## config.mk

```make
export PLATFORM = sky130hd
export DESIGN_NAME = shift_unit_arbiter_flat
export DESIGN_NICKNAME = d
export VERILOG_FILES = /design/src/rtl/shift_unit_arbiter_if.sv /design/src/rtl/shift_unit_arbiter.sv /design/src/flat_wrapper.sv
export SDC_FILE = /design/constraint.sdc
export NUM_CORES = 1
export LEC_CHECK = 0
export CORE_MARGIN = 5
export CORE_UTILIZATION = 42
export DETAILED_ROUTE_END_ITERATION = 10
export PLACE_DENSITY = 0.8
export SLEW_MARGIN = 20
export SYNTH_ARGS = -nofsm -noshare
export SYNTH_HDL_FRONTEND = slang
export SYNTH_SLANG_ARGS = --single-unit
```

## constraint.sdc

```tcl
create_clock -name clk -period 1.8 [get_ports clk]
set_input_delay 0.18 -clock clk [delete_from_list [all_inputs] [get_ports clk]]
set_output_delay 0.18 -clock clk [all_outputs]
set_load 0.02 [all_outputs]
```

## src/rtl/shift_unit_arbiter_if.sv

```systemverilog
// Purpose : one requester's request/response channel to the shift arbiter.
// Latency : n/a (wiring only).
// Backpressure: request uses req_valid/req_ready, response uses rsp_valid/rsp_ready.
// Ports   : req_valid/req_ready/req_data/req_amt/req_op, rsp_valid/rsp_ready/rsp_data.
//           master = requester side, slave = arbiter side.
interface shift_unit_arbiter_if;
  logic        req_valid;
  logic        req_ready;
  logic [31:0] req_data;
  logic [4:0]  req_amt;
  logic [1:0]  req_op;   // 00 SLL, 01 SRL, 10 SRA, 11 reserved
  logic        rsp_valid;
  logic        rsp_ready;
  logic [31:0] rsp_data;

  modport master (
    output req_valid, req_data, req_amt, req_op, rsp_ready,
    input  req_ready, rsp_valid, rsp_data
  );

  modport slave (
    input  req_valid, req_data, req_amt, req_op, rsp_ready,
    output req_ready, rsp_valid, rsp_data
  );
endinterface

```

## src/rtl/shift_unit_arbiter.sv

```systemverilog
// Purpose : two-port arbiter/sequencer for a shared 32-bit left barrel shifter (SLL/SRL/SRA).
// Latency : accept -> one EXEC cycle -> registered response (one op per 3 cycles at best).
// Backpressure: response held stable while rsp_ready=0; no new request accepted until it drains.
// Ports   : clk, rst_n (async active-low); port0/port1 requester channels (slave modport);
//           sh_a/sh_b drive the shared shifter, sh_r is its combinational left-shift result.
// Config  : SHIFT_ARB_RR_EN defined -> round-robin grant; undefined -> port 0 fixed priority.
//           RESERVED_OP_SLL=1 -> op 2'b11 runs as SLL; 0 -> op 2'b11 returns the operand.
module shift_unit_arbiter #(
  parameter bit RESERVED_OP_SLL = 1'b1
) (
  input  logic                        clk,
  input  logic                        rst_n,
  shift_unit_arbiter_if.slave         port0,
  shift_unit_arbiter_if.slave         port1,
  output logic [31:0]                 sh_a,
  output logic [31:0]                 sh_b,
  input  logic [31:0]                 sh_r
);

  typedef enum logic [1:0] {IDLE, EXEC, RESP} state_e;

  localparam logic [1:0] OP_SLL = 2'b00;
  localparam logic [1:0] OP_SRL = 2'b01;
  localparam logic [1:0] OP_SRA = 2'b10;

  function automatic logic [31:0] rev32(input logic [31:0] x);
    logic [31:0] r;
    for (int i = 0; i < 32; i++) r[i] = x[31-i];
    return r;
  endfunction

  state_e      state_q, state_d;
  logic        owner_q, owner_d;   // port that owns the in-flight operation
  logic [1:0]  op_q, op_d;
  logic        neg_q, neg_d;       // sign of the latched operand, selects SRA inversion
  logic [31:0] sh_a_q, sh_a_d;
  logic [4:0]  amt_q, amt_d;
  logic [31:0] res_q, res_d;
`ifdef SHIFT_ARB_RR_EN
  logic        last_q, last_d;     // last-served port
`endif

  logic        grant;
  logic [31:0] sel_data;
  logic [4:0]  sel_amt;
  logic [1:0]  sel_op;

  always_comb begin
    state_d  = state_q;
    owner_d  = owner_q;
    op_d     = op_q;
    neg_d    = neg_q;
    sh_a_d   = sh_a_q;
    amt_d    = amt_q;
    res_d    = res_q;
`ifdef SHIFT_ARB_RR_EN
    last_d   = last_q;
    // Contention goes to the port not served last; a lone valid port always wins.
    grant    = (port0.req_valid && port1.req_valid) ? ~last_q : ~port0.req_valid;
`else
    grant    = ~port0.req_valid;
`endif
    sel_data = grant ? port1.req_data : port0.req_data;
    sel_amt  = grant ? port1.req_amt  : port0.req_amt;
    sel_op   = grant ? port1.req_op   : port0.req_op;

    unique case (state_q)
      IDLE: begin
        if (port0.req_valid || port1.req_valid) begin
          owner_d = grant;
          op_d    = sel_op;
          neg_d   = sel_data[31];
          amt_d   = sel_amt;
          // Right shifts run on the left shifter: reverse in, reverse out.
          // Negative SRA also inverts so the zero fill becomes sign fill.
          unique case (sel_op)
            OP_SRL:  sh_a_d = rev32(sel_data);
            OP_SRA:  sh_a_d = sel_data[31] ? rev32(~sel_data) : rev32(sel_data);
            default: sh_a_d = sel_data;
          endcase
          state_d = EXEC;
        end
      end
      EXEC: begin
        unique case (op_q)
          OP_SLL:  res_d = sh_r;
          OP_SRL:  res_d = rev32(sh_r);
          OP_SRA:  res_d = neg_q ? ~rev32(sh_r) : rev32(sh_r);
          // Reserved op: sh_a_q still holds the untouched operand.
          default: res_d = RESERVED_OP_SLL ? sh_r : sh_a_q;
        endcase
        state_d = RESP;
      end
      RESP: begin
        if (owner_q ? port1.rsp_ready : port0.rsp_ready) begin
          state_d = IDLE;
`ifdef SHIFT_ARB_RR_EN
          last_d  = owner_q;
`endif
        end
      end
      default: state_d = IDLE;
    endcase
  end

  always_ff @(posedge clk or negedge rst_n) begin
    if (!rst_n) begin
      state_q <= IDLE;
      owner_q <= 1'b0;
      op_q    <= 2'b00;
      neg_q   <= 1'b0;
      sh_a_q  <= 32'd0;
      amt_q   <= 5'd0;
      res_q   <= 32'd0;
`ifdef SHIFT_ARB_RR_EN
      last_q  <= 1'b1;
`endif
    end else begin
      state_q <= state_d;
      owner_q <= owner_d;
      op_q    <= op_d;
      neg_q   <= neg_d;
      sh_a_q  <= sh_a_d;
      amt_q   <= amt_d;
      res_q   <= res_d;
`ifdef SHIFT_ARB_RR_EN
      last_q  <= last_d;
`endif
    end
  end

  // Ready is gated by rst_n so nothing is offered while reset is held.
  assign port0.req_ready = rst_n && (state_q == IDLE) && port0.req_valid && !grant;
  assign port1.req_ready = rst_n && (state_q == IDLE) && port1.req_valid &&  grant;

  assign port0.rsp_valid = (state_q == RESP) && !owner_q;
  assign port1.rsp_valid = (state_q == RESP) &&  owner_q;
  assign port0.rsp_data  = res_q;
  assign port1.rsp_data  = res_q;

  assign sh_a = sh_a_q;
  assign sh_b = {27'd0, amt_q};

endmodule

```

## src/flat_wrapper.sv

```systemverilog
// flat-port wrapper written by rule: the top's interface ports become plain ports
module shift_unit_arbiter_flat 
#(
  parameter bit RESERVED_OP_SLL = 1'b1
)
  (clk, rst_n, sh_a, sh_b, sh_r, port0_req_valid, port0_req_data, port0_req_amt, port0_req_op, port0_rsp_ready, port0_req_ready, port0_rsp_valid, port0_rsp_data, port1_req_valid, port1_req_data, port1_req_amt, port1_req_op, port1_rsp_ready, port1_req_ready, port1_rsp_valid, port1_rsp_data);
  shift_unit_arbiter_if port0_i ();
  shift_unit_arbiter_if port1_i ();
  input  logic clk;
  input  logic rst_n;
  output logic [31:0] sh_a;
  output logic [31:0] sh_b;
  input  logic [31:0] sh_r;
  input wire logic [$bits(port0_i.req_valid)-1:0] port0_req_valid;
  input wire logic [$bits(port0_i.req_data)-1:0] port0_req_data;
  input wire logic [$bits(port0_i.req_amt)-1:0] port0_req_amt;
  input wire logic [$bits(port0_i.req_op)-1:0] port0_req_op;
  input wire logic [$bits(port0_i.rsp_ready)-1:0] port0_rsp_ready;
  output wire logic [$bits(port0_i.req_ready)-1:0] port0_req_ready;
  output wire logic [$bits(port0_i.rsp_valid)-1:0] port0_rsp_valid;
  output wire logic [$bits(port0_i.rsp_data)-1:0] port0_rsp_data;
  input wire logic [$bits(port1_i.req_valid)-1:0] port1_req_valid;
  input wire logic [$bits(port1_i.req_data)-1:0] port1_req_data;
  input wire logic [$bits(port1_i.req_amt)-1:0] port1_req_amt;
  input wire logic [$bits(port1_i.req_op)-1:0] port1_req_op;
  input wire logic [$bits(port1_i.rsp_ready)-1:0] port1_rsp_ready;
  output wire logic [$bits(port1_i.req_ready)-1:0] port1_req_ready;
  output wire logic [$bits(port1_i.rsp_valid)-1:0] port1_rsp_valid;
  output wire logic [$bits(port1_i.rsp_data)-1:0] port1_rsp_data;
  assign port0_i.req_valid = port0_req_valid;
  assign port0_i.req_data = port0_req_data;
  assign port0_i.req_amt = port0_req_amt;
  assign port0_i.req_op = port0_req_op;
  assign port0_i.rsp_ready = port0_rsp_ready;
  assign port0_req_ready = port0_i.req_ready;
  assign port0_rsp_valid = port0_i.rsp_valid;
  assign port0_rsp_data = port0_i.rsp_data;
  assign port1_i.req_valid = port1_req_valid;
  assign port1_i.req_data = port1_req_data;
  assign port1_i.req_amt = port1_req_amt;
  assign port1_i.req_op = port1_req_op;
  assign port1_i.rsp_ready = port1_rsp_ready;
  assign port1_req_ready = port1_i.req_ready;
  assign port1_rsp_valid = port1_i.rsp_valid;
  assign port1_rsp_data = port1_i.rsp_data;
  shift_unit_arbiter #(.RESERVED_OP_SLL(RESERVED_OP_SLL)) u_core (.clk(clk), .rst_n(rst_n), .port0(port0_i), .port1(port1_i), .sh_a(sh_a), .sh_b(sh_b), .sh_r(sh_r));
endmodule
```

**Word-level counts from Yosys, hierarchy flattened**

Cells that the tools add are included.
Widths: inputs -> output; s select.

- Equality and inequality tests: 8
- Muxes and demuxes: 11
- Bitwise gates (word level): 3
- Reduce and logical (&&, ||, !) cells: 12

Operators by type and width:

| cell | number |
|---|---|
| $pmux 32 s2 | 2 |
| $mux 32 | 3 |
| $not 32->32 | 2 |
| $logic_and 1x1->1 | 7 |
| $eq 2x1->1 const B | 3 |
| $eq 2x2->1 const B | 3 |
| $mux 2 | 3 |
| $pmux 2 s3 | 1 |
| $mux 5 | 1 |
| $ne 2x1->1 const B | 2 |
| $reduce_and 2->1 | 2 |
| $logic_not 2->1 | 1 |
| $logic_not 1->1 | 1 |
| $logic_or 1x1->1 | 1 |
| $mux 1 | 1 |
| $not 1->1 | 1 |

- Input port bits: 116
- Output and inout bits: 132
- Flip-flop bits (word level): 75
- Logic and storage cells: 41

**Longest topological paths before layout**

Gate-level depths: netlist (run 1).

- Depth after elaboration: 4
- Mapped depth: 10
- Gate-level depth less buffers: 7

**Least setup slack after synthesis (run 1)**

OpenSTA, ideal clock, no wires.

- Path kind: input port to flip-flop
- From: input port0_req_valid
- To: register u_core.sh_a_q[1] (netlist: u_core.sh_a[1])
- Required time: 1.674 ns
- Data arrival time: 1.985 ns
- Stages on the path: 10
- Path slack: -0.311 ns
- Library setup time: 0.126 ns
- Cell sequence: buf_6 -> buf_6 -> buf_2 -> mux2i_1 -> inv_1 -> ha_1 -> clkbuf_1 -> a21oi_1 -> a21oi_1 -> a221o_1

- Elaborated cells between the ends (all ways): 9

RTL lines:

| item | line | source |
|---|---|---|
| from (decl) | flat_wrapper.sv:14 | `input wire logic [$bits(port0_i.req_valid)-1:0] port0_req_valid;` |
| $mux 2 (*) | shift_unit_arbiter.sv:65 | `sel_op = grant ? port1.req_op : port0.req_op;` |
| net u_core.sel_op[1] | shift_unit_arbiter.sv:46 | `logic [1:0] sel_op;` |
| $eq 2x2->1 / $eq 2x1->1 (equally long branches) | shift_unit_arbiter.sv:76 | `unique case (sel_op)` |
| $pmux 32 s2 (*) | shift_unit_arbiter.sv:76 |  |
| to (signal assigned) | shift_unit_arbiter.sv:112 | `sh_a_q <= 32'd0;` |
| to (signal assigned) | shift_unit_arbiter.sv:123 | `sh_a_q <= sh_a_d;` |
| to (decl) | shift_unit_arbiter.sv:36 | `logic [31:0] sh_a_q, sh_a_d;` |

Mark *: on every way through the listed nets, which the timed path passes. The rest lies on a longest branch.
A chain may end at the register's enable or synchronous reset.

**Worst setup path after layout (run 1)**

- From: input port0_req_op[0]
- To: register u_core.sh_a_q[4] (netlist: u_core.sh_a[4])

- Word-level cells in the longest chain between the ends: 3
- Elaborated cells between the ends (all ways): 4

Ends and longest elaborated chain:

| item | line | source |
|---|---|---|
| from (decl) | flat_wrapper.sv:17 | `input wire logic [$bits(port0_i.req_op)-1:0] port0_req_op;` |
| $mux 2 (*) | shift_unit_arbiter.sv:65 |  |
| net u_core.sel_op[0] | shift_unit_arbiter.sv:46 |  |
| $eq 2x2->1 / $eq 2x1->1 (equally long branches) | shift_unit_arbiter.sv:76 |  |
| $pmux 32 s2 (*) | shift_unit_arbiter.sv:76 |  |

Marked as above.

==> results of run 1 <==
-- worst max-delay path, cell delays in order --
cell             delay, ps
clkdlybuf4s50_1        450
mux2i_4                210
buf_4                  160
inv_2                   40
ha_4                   160
a21oi_4                130
buf_12                 200
a21oi_1                100
a221o_1                300
-- registers in the layout, summed over array words and instances (netlist names) --
name	flops
u_core.owner_q	1
u_core.amt_q	5
u_core.state_q	2
u_core.op_q	2
u_core.port0.rsp_data	32
u_core.neg_q	1
u_core.sh_a	32
-- area by class of cell --
| type | count | area [µm²] |
|---|---|---|
| Fill cell | 1053 | 4860 |
| Multi-Input combinational cell | 392 | 2800 |
| Timing Repair Buffer | 243 | 2420 |
| Sequential cell | 75 | 1880 |
| Clock buffer | 13 | 250 |
| Tap cell | 172 | 215 |
| Inverter | 10 | 37.5 |
-- stage by stage --
step	TNS (ps)	power, mW	util [%]
floorplan	-2040	8.50	-
global placement	-14090	11.2	58.8
detailed placement	-17040	11.5	58.8
CTS	0	13.2	60.9
global route	0	13.9	61.0
finish	0	13.1	61.0
-- timing repair --
item                                    in CTS  in global routing
endpoints found under the setup margin      34                 33
hold buffers                                 1                  0
endpoints found under the hold margin        7                  0
gates resized for setup                      7                  2
-- layer usage --
layer	wire length (µm)	vias up
li1	-	2300
met1	6350	2400
met2	8120	226
met3	1180	31
met4	322	0
met5	0	-
-- cells by family after synthesis --
kind of cell	after synthesis
flops	75
fa+ha+maj	5
other cells	1
xor+xnor	31
compound gates	175
mux	41
buf+inv	121
simple gates	113
-- worst min path at each step --
stage / slack (ps) / end / startpoint / cells after the start
2_1_floorplan: -120 / u_core.amt_q[0] / rst_n / 0
3_3_place_gp: 10 / u_core.state_q[0] / rst_n / 1
3_5_place_dp: 20 / u_core.owner_q / rst_n / 1
4_1_cts: 220 / u_core.owner_q / rst_n / 2
5_1_grt: 240 / u_core.owner_q / rst_n / 2
6_report: 220 / u_core.owner_q / rst_n / 2
-- power groups by stage --
| stage | clock network (mW) | logic [mW] | registers [mW] |
|---|---|---|---|
| after floorplan | 0 | 4.59 | 3.91 |
| after global placement | 0 | 8.12 | 3.13 |
| final | 1.59 | 8.40 | 3.14 |
| after CTS | 1.61 | 8.42 | 3.14 |
| after global routing | 1.67 | 8.96 | 3.24 |
| after detailed placement | 0 | 8.40 | 3.14 |
-- placed cells by master, fill, tap and decap left out, types with 4 or more instances in the layout --
master             n
nor2_1             6
a31oi_1            4
conb_1            27
nor2b_1           30
and3_1            32
buf_4             18
dfrtp_1           75
mux2_2            32
mux2i_1            5
o31ai_1           30
a221oi_1          30
clkdlybuf4s50_1  214
buf_12             4
o21ai_0           11
a21oi_1           65
a221o_1           31
inv_1              7
nand2_1           39
xor2_1            31
clkbuf_16          9
==> results by group, run 1 <==
Power
  • Part of the power in the clock network: 12.1%
  • Cell Pwr Density: 1730 mW/mm²
  • Leakage power: 3.26 nW
  • P_int: roughly 7.4 mW
  • Sw Pwr: 5.69 mW
  • Combinational Power Share: 64.0%
  • Worst VDD drop: 0.694 mV
  • Share of power burned in registers: a little under a quarter
  • Switch share: between 40% and 50%

Global route
  • GR peak layer: met2
  • Met3 usage: between 3 and 4%
  • Met2 Usage GRT: 36.3%
  • Vias in the first global route: 4908
  • Met1 Usage GRT: 24.2%
  • GRT overflow: 0
  • Initial antenna violation count: 0
  • Largest net degree at the start of global routing: 69
  • GRT Total Usage: between 20% and 30%
  • First-pass GRT wire length: between 20000 and 25000 µm

STA
  • Setup violations, final: 0
  • RSZ-0062 raised after global routing: no
  • Worst Skew: 4.63 ps
  • Hold_ws: 217 ps
  • Min cycle time layout: 1750 ps
  • Final worst slack: 51.9 ps
  • Final hold viol count: 0
  • Max-slew violation count: 0
  • Fmax: around 570 MHz
  • Worst Tran Pin Value: 885 ps
  • Worst slew margin: 41.0%
  • Period utilization: a little over nine tenths

Die
  • Core area: between 0.01 and 0.015 mm²
  • Die ar.: 0.0149 mm²
  • Die Height: 122 µm
  • Die width: 122 µm
  • I/O pins: 248
  • Num rows: between 40 and 50
  • Initial Utilization: a little over two fifths

Synthesis
  • Yosys top cell area share: 35.5%
  • Synth Area in Adders: roughly 1.2%
  • Post-synth top area cell: dfrtp_1
  • Post-synthesis cell count: about 560
  • Most numerous cell in the Yosys netlist: dfrtp_1
  • Ys Warns: 0
  • Avg Inst Size Synth: about 9.4 µm²
  • Cell Area, Synth: approximately 0.0053 mm²
  • Synth Area in XOR/XNOR: around 5.1%
  • Post-synth ARST share: 100%
  • Simple-gate share of the synthesized area: ~11%
  • EDFF count, synth: 0
  • Ys flop type: dfrtp_1
  • Most common library cells after synthesis: dfrtp_1 (75), a21oi_1 (65), buf_4 (59)
  • Largest family of logic cells by synthesized area: compound AO/OA/AOI/OAI gates
  • Mux contribution to synthesized area: 8.69%
  • Leading post-synthesis cells by cell area: dfrtp_1 (36%), buf_4 (8.4%), mux2_2 (6.8%)
  • Yosys reg bits: 75
  • Netlist cell types: 31
  • Share of the yosys chip area belonging to registers: 35.5%
  • Compound-Gate Fraction of Synth Area: 23.7%

Clock tree
  • Inserted Clock Buffers: 9
  • Later-pin clock latency in the skew report: 330 ps
  • Clk slew on worst S/H paths: around 50 ps
  • CTS tree: yes
  • Clock sinks: 75
  • CTS root buf: clkbuf_16
  • Buffer count from post-CTS setup fixing: 0
  • CTS Buffer Depth: 2
  • H-tree depth: 3

Detailed routing
  • WL per Instance: roughly 18 µm
  • Antenna Nets Post-Route: 0
  • DRC: 0
  • Post-Route WL: 16000 µm
  • Number of vias in the routed layout: 4957
  • DR pass1 iterations: 5
  • Via density: 5.48
  • Initial drt markers: 347

Critical path
  • CP Capture Point: u_core.sh_a[4]
  • Data arrival, critical path: 1950 ps
  • Critical Path RT: 2000 ps
  • Reg2reg end: u_core.sh_a[4]
  • Worst setup SP type: input port
  • Critical Path Fanout Max: 30
  • Critical Path End Type: flip-flop
  • Reg-to-reg startpoint: u_core.state_q[1]
  • Crit Path Category: in -> reg
  • Crit. Startpoint: port0_req_op[0]
  • R2R cell count: 6
  • Reg2reg setup slack: 150 ps

Min path
  • Worst Hold Class: in -> async

Placed design
  • Port Buffer Count: 220
  • Placed Instances: 891
  • Post-DP HPWL: 11700 µm
  • Post-Place Setup Slack: -577 ps
  • Final Wtd Congestion: 0.766
  • Placed inst area: ~0.0073 mm²

Layout
  • Nets@finish: roughly 850
  • Area growth, synth to finish: 43.9%
  • Fin cells: 905
  • Final instance area: ~0.0076 mm²
  • Diodes inserted: 0
  • Fraction of layout cells with a size suffix above 1: 11.1%

Run status
  • Status: complete, no violations

Run
  • Max cap viols: 0
Power figures use the tool's default switching activity.
==> run 2: changes to the inputs <==
--- a/config.mk
+++ b/config.mk
@@ -7,2 +7,3 @@
 export LEC_CHECK = 0
+export CAP_MARGIN = 5
 export CORE_MARGIN = 5
==> constraint.sdc (replaced) <==
create_clock -name clk -period 1.8 [get_ports clk]
set_input_delay 0.36 -clock clk [delete_from_list [all_inputs] [get_ports clk]]
set_output_delay 0.36 -clock clk [all_outputs]
set_load 0.02 [all_outputs]
==> results by group, run 2 (synthesis gave the netlist of run 1 again) <==
Run status
  • Status: complete, no violations

Global route
  • Met3 usage: 4.46%
  • GRT Total Usage: 20.8%
  • Met2 Usage GRT: around 35%
  • GR peak layer: met2
  • Initial antenna violation count: 1
  • Met1 Usage GRT: 25.3%
  • GRT overflow: 0
  • Vias in the first global route: 4998
  • Largest net degree at the start of global routing: 49
  • First-pass GRT wire length: 25000 µm

Critical path
  • Worst setup SP type: flip-flop
  • CP delay by family, top: buffers and inverters
  • Critical Path End Type: output port
  • Largest stage delay on the critical path: 650 ps
  • Critical Path, Cell by Cell: clkdlybuf4s50_1
  • Critical Path RT: around 1400 ps
  • Critical-path top delay cell: clkdlybuf4s50_1
  • Critical Path Fanout Max: 3
  • Crit Path Category: reg -> out
  • Number of buffers and inverters on the critical path: 1
  • Data arrival, critical path: roughly 1400 ps

Power
  • Worst VDD drop: 0.746 mV
  • Tot Pwr: 13.3 mW
  • Leakage power: about 3.3 nW
  • Sw Pwr: between 5 and 6 mW
  • Part of the power in the clock network: 12.1%
  • Cell Pwr Density: between 1500 and 2000 mW/mm²
  • P_int: 7.57 mW
  • Share of power burned in registers: 23.7%
  • Combinational Power Share: 64.2%
  • Switch share: 43.0%

STA
  • Worst Skew: 5.44 ps
  • Setup violations, final: 0
  • RSZ-0062 raised after global routing: no
  • Max-slew violation count: 0
  • Worst Tran Pin Value: 517 ps
  • Period utilization: 95.7%
  • Min cycle time layout: 1720 ps
  • Hold_ws: 92.6 ps
  • Fmax: 580 MHz
  • Final hold viol count: 0
  • Worst slew margin: 65.5%
  • Final worst slack: 77.3 ps

Placed design
  • Final Wtd Congestion: 0.780
  • Post-DP HPWL: approximately 12000 µm
  • Post-Place Setup Slack: -776 ps
  • Placed inst area: ~0.0074 mm²
  • Port Buffer Count: 220
  • Placed Instances: 897

Layout
  • Fin cells: between 900 and 1k
  • Most common cell after layout, fill and taps aside: clkdlybuf4s50_1
  • Commonest non-fill, non-tap cells in the layout: clkdlybuf4s50_1 (210), dfrtp_1 (74), a21oi_1 (65)
  • Area growth, synth to finish: 46.5%
  • Register area: 0.00188 mm²
  • Nets@finish: between 800 and 900
  • Fraction of layout cells with a size suffix above 1: 13.0%
  • Multi-input combinational cell area: between 0.002 and 0.003 mm²
  • Fillers: 1040
  • Final instance area: between 0.007 and 0.008 mm²

Detailed routing
  • DR pass1 iterations: 5
  • Number of vias in the routed layout: 5010
  • Initial drt markers: 445
  • Antenna Nets Post-Route: 0
  • Post-Route WL: roughly 16000 µm
  • Via density: 5.46
  • DRC: 0
  • WL per Instance: 17.5 µm

Min path
  • Worst Hold Class: in -> async

Clock tree
  • Inserted Clock Buffers: 9
  • CTS root buf: clkbuf_16
  • CTS Hold Bufs: 0
  • CTS Buffer Depth: 2
  • Clock sinks: 75
  • Clk slew on worst S/H paths: 60 ps
  • H-tree depth: 3
  • Later-pin clock latency in the skew report: 330 ps
  • CTS tree: yes

Die
  • Num rows: 41
  • Die ar.: 0.0149 mm²
  • Die width: 122 µm
  • Initial Utilization: 42.4%
  • Core area: roughly 0.012 mm²
  • Die Height: 122 µm
  • I/O pins: roughly 250

Run
  • Max cap viols: 0
## run 2: changes by cell type in the layout (fill, tap and decap cells not counted), moves of 2 or more
cell / previous run / this run
buf_4: 18 / 25
clkdlybuf4s50_1: 214 / 210
clkbuf_2: 0 / 2
buf_16: 0 / 2
## run 2: worst paths after layout
kind,startpoint,to,slack [ps],cells past startpoint
worst max-delay path,u_core.port0.rsp_data[20],port0_rsp_data[20],80,1
worst min-delay path,rst_n,u_core.port0.rsp_data[28],90,2
worst max register to register,u_core.state_q[1],u_core.sh_a[8],190,6
worst min register to register,u_core.amt_q[3],u_core.amt_q[3],480,2
max in group asynchronous,rst_n,u_core.sh_a[3],1310,2
min in group clk,u_core.amt_q[3],u_core.amt_q[3],480,2
## run 2: cell type report
class	count	share of cell area, %
Multi-Input combinational cell	393	36.3
Clock buffer	13	3.23
Timing Repair Buffer	254	32.9
Sequential cell	75	24.3
Antenna cell	1	0.0323
Inverter	10	0.517
Tap cell	172	2.78
## run 2: stage by stage
stage	TNS, ps	utilization, %
CTS	0	62.2
global route	0	62.1
finish	0	62.1
global placement	-20610	59.2
detailed placement	-24030	59.2
floorplan	-7510	-
## run 2: power groups by stage
| stage | registers, mW | clock network [mW] | logic [mW] |
|---|---|---|---|
| CTS | 3.15 | 1.62 | 8.59 |
| detailed placement | 3.16 | 0 | 8.46 |
| global placement | 3.15 | 0 | 8.17 |
| global route | 3.27 | 1.68 | 9.15 |
| floorplan | 3.91 | 0 | 4.59 |
| finish | 3.15 | 1.61 | 8.53 |
## run 2: repair_timing
item,CTS,global route
setup endpoints to repair,35,34
pin swaps,2,0
cloned,3,0
setup buffers,4,0
gates resized for setup,23,6
## run 2: metal layers
metal / vias to the layer above / wire length (µm)
met5: - / 0
met4: 0 / 520
met3: 40 / 1210
met2: 229 / 8030
met1: 2411 / 6270
li1: 2330 / -
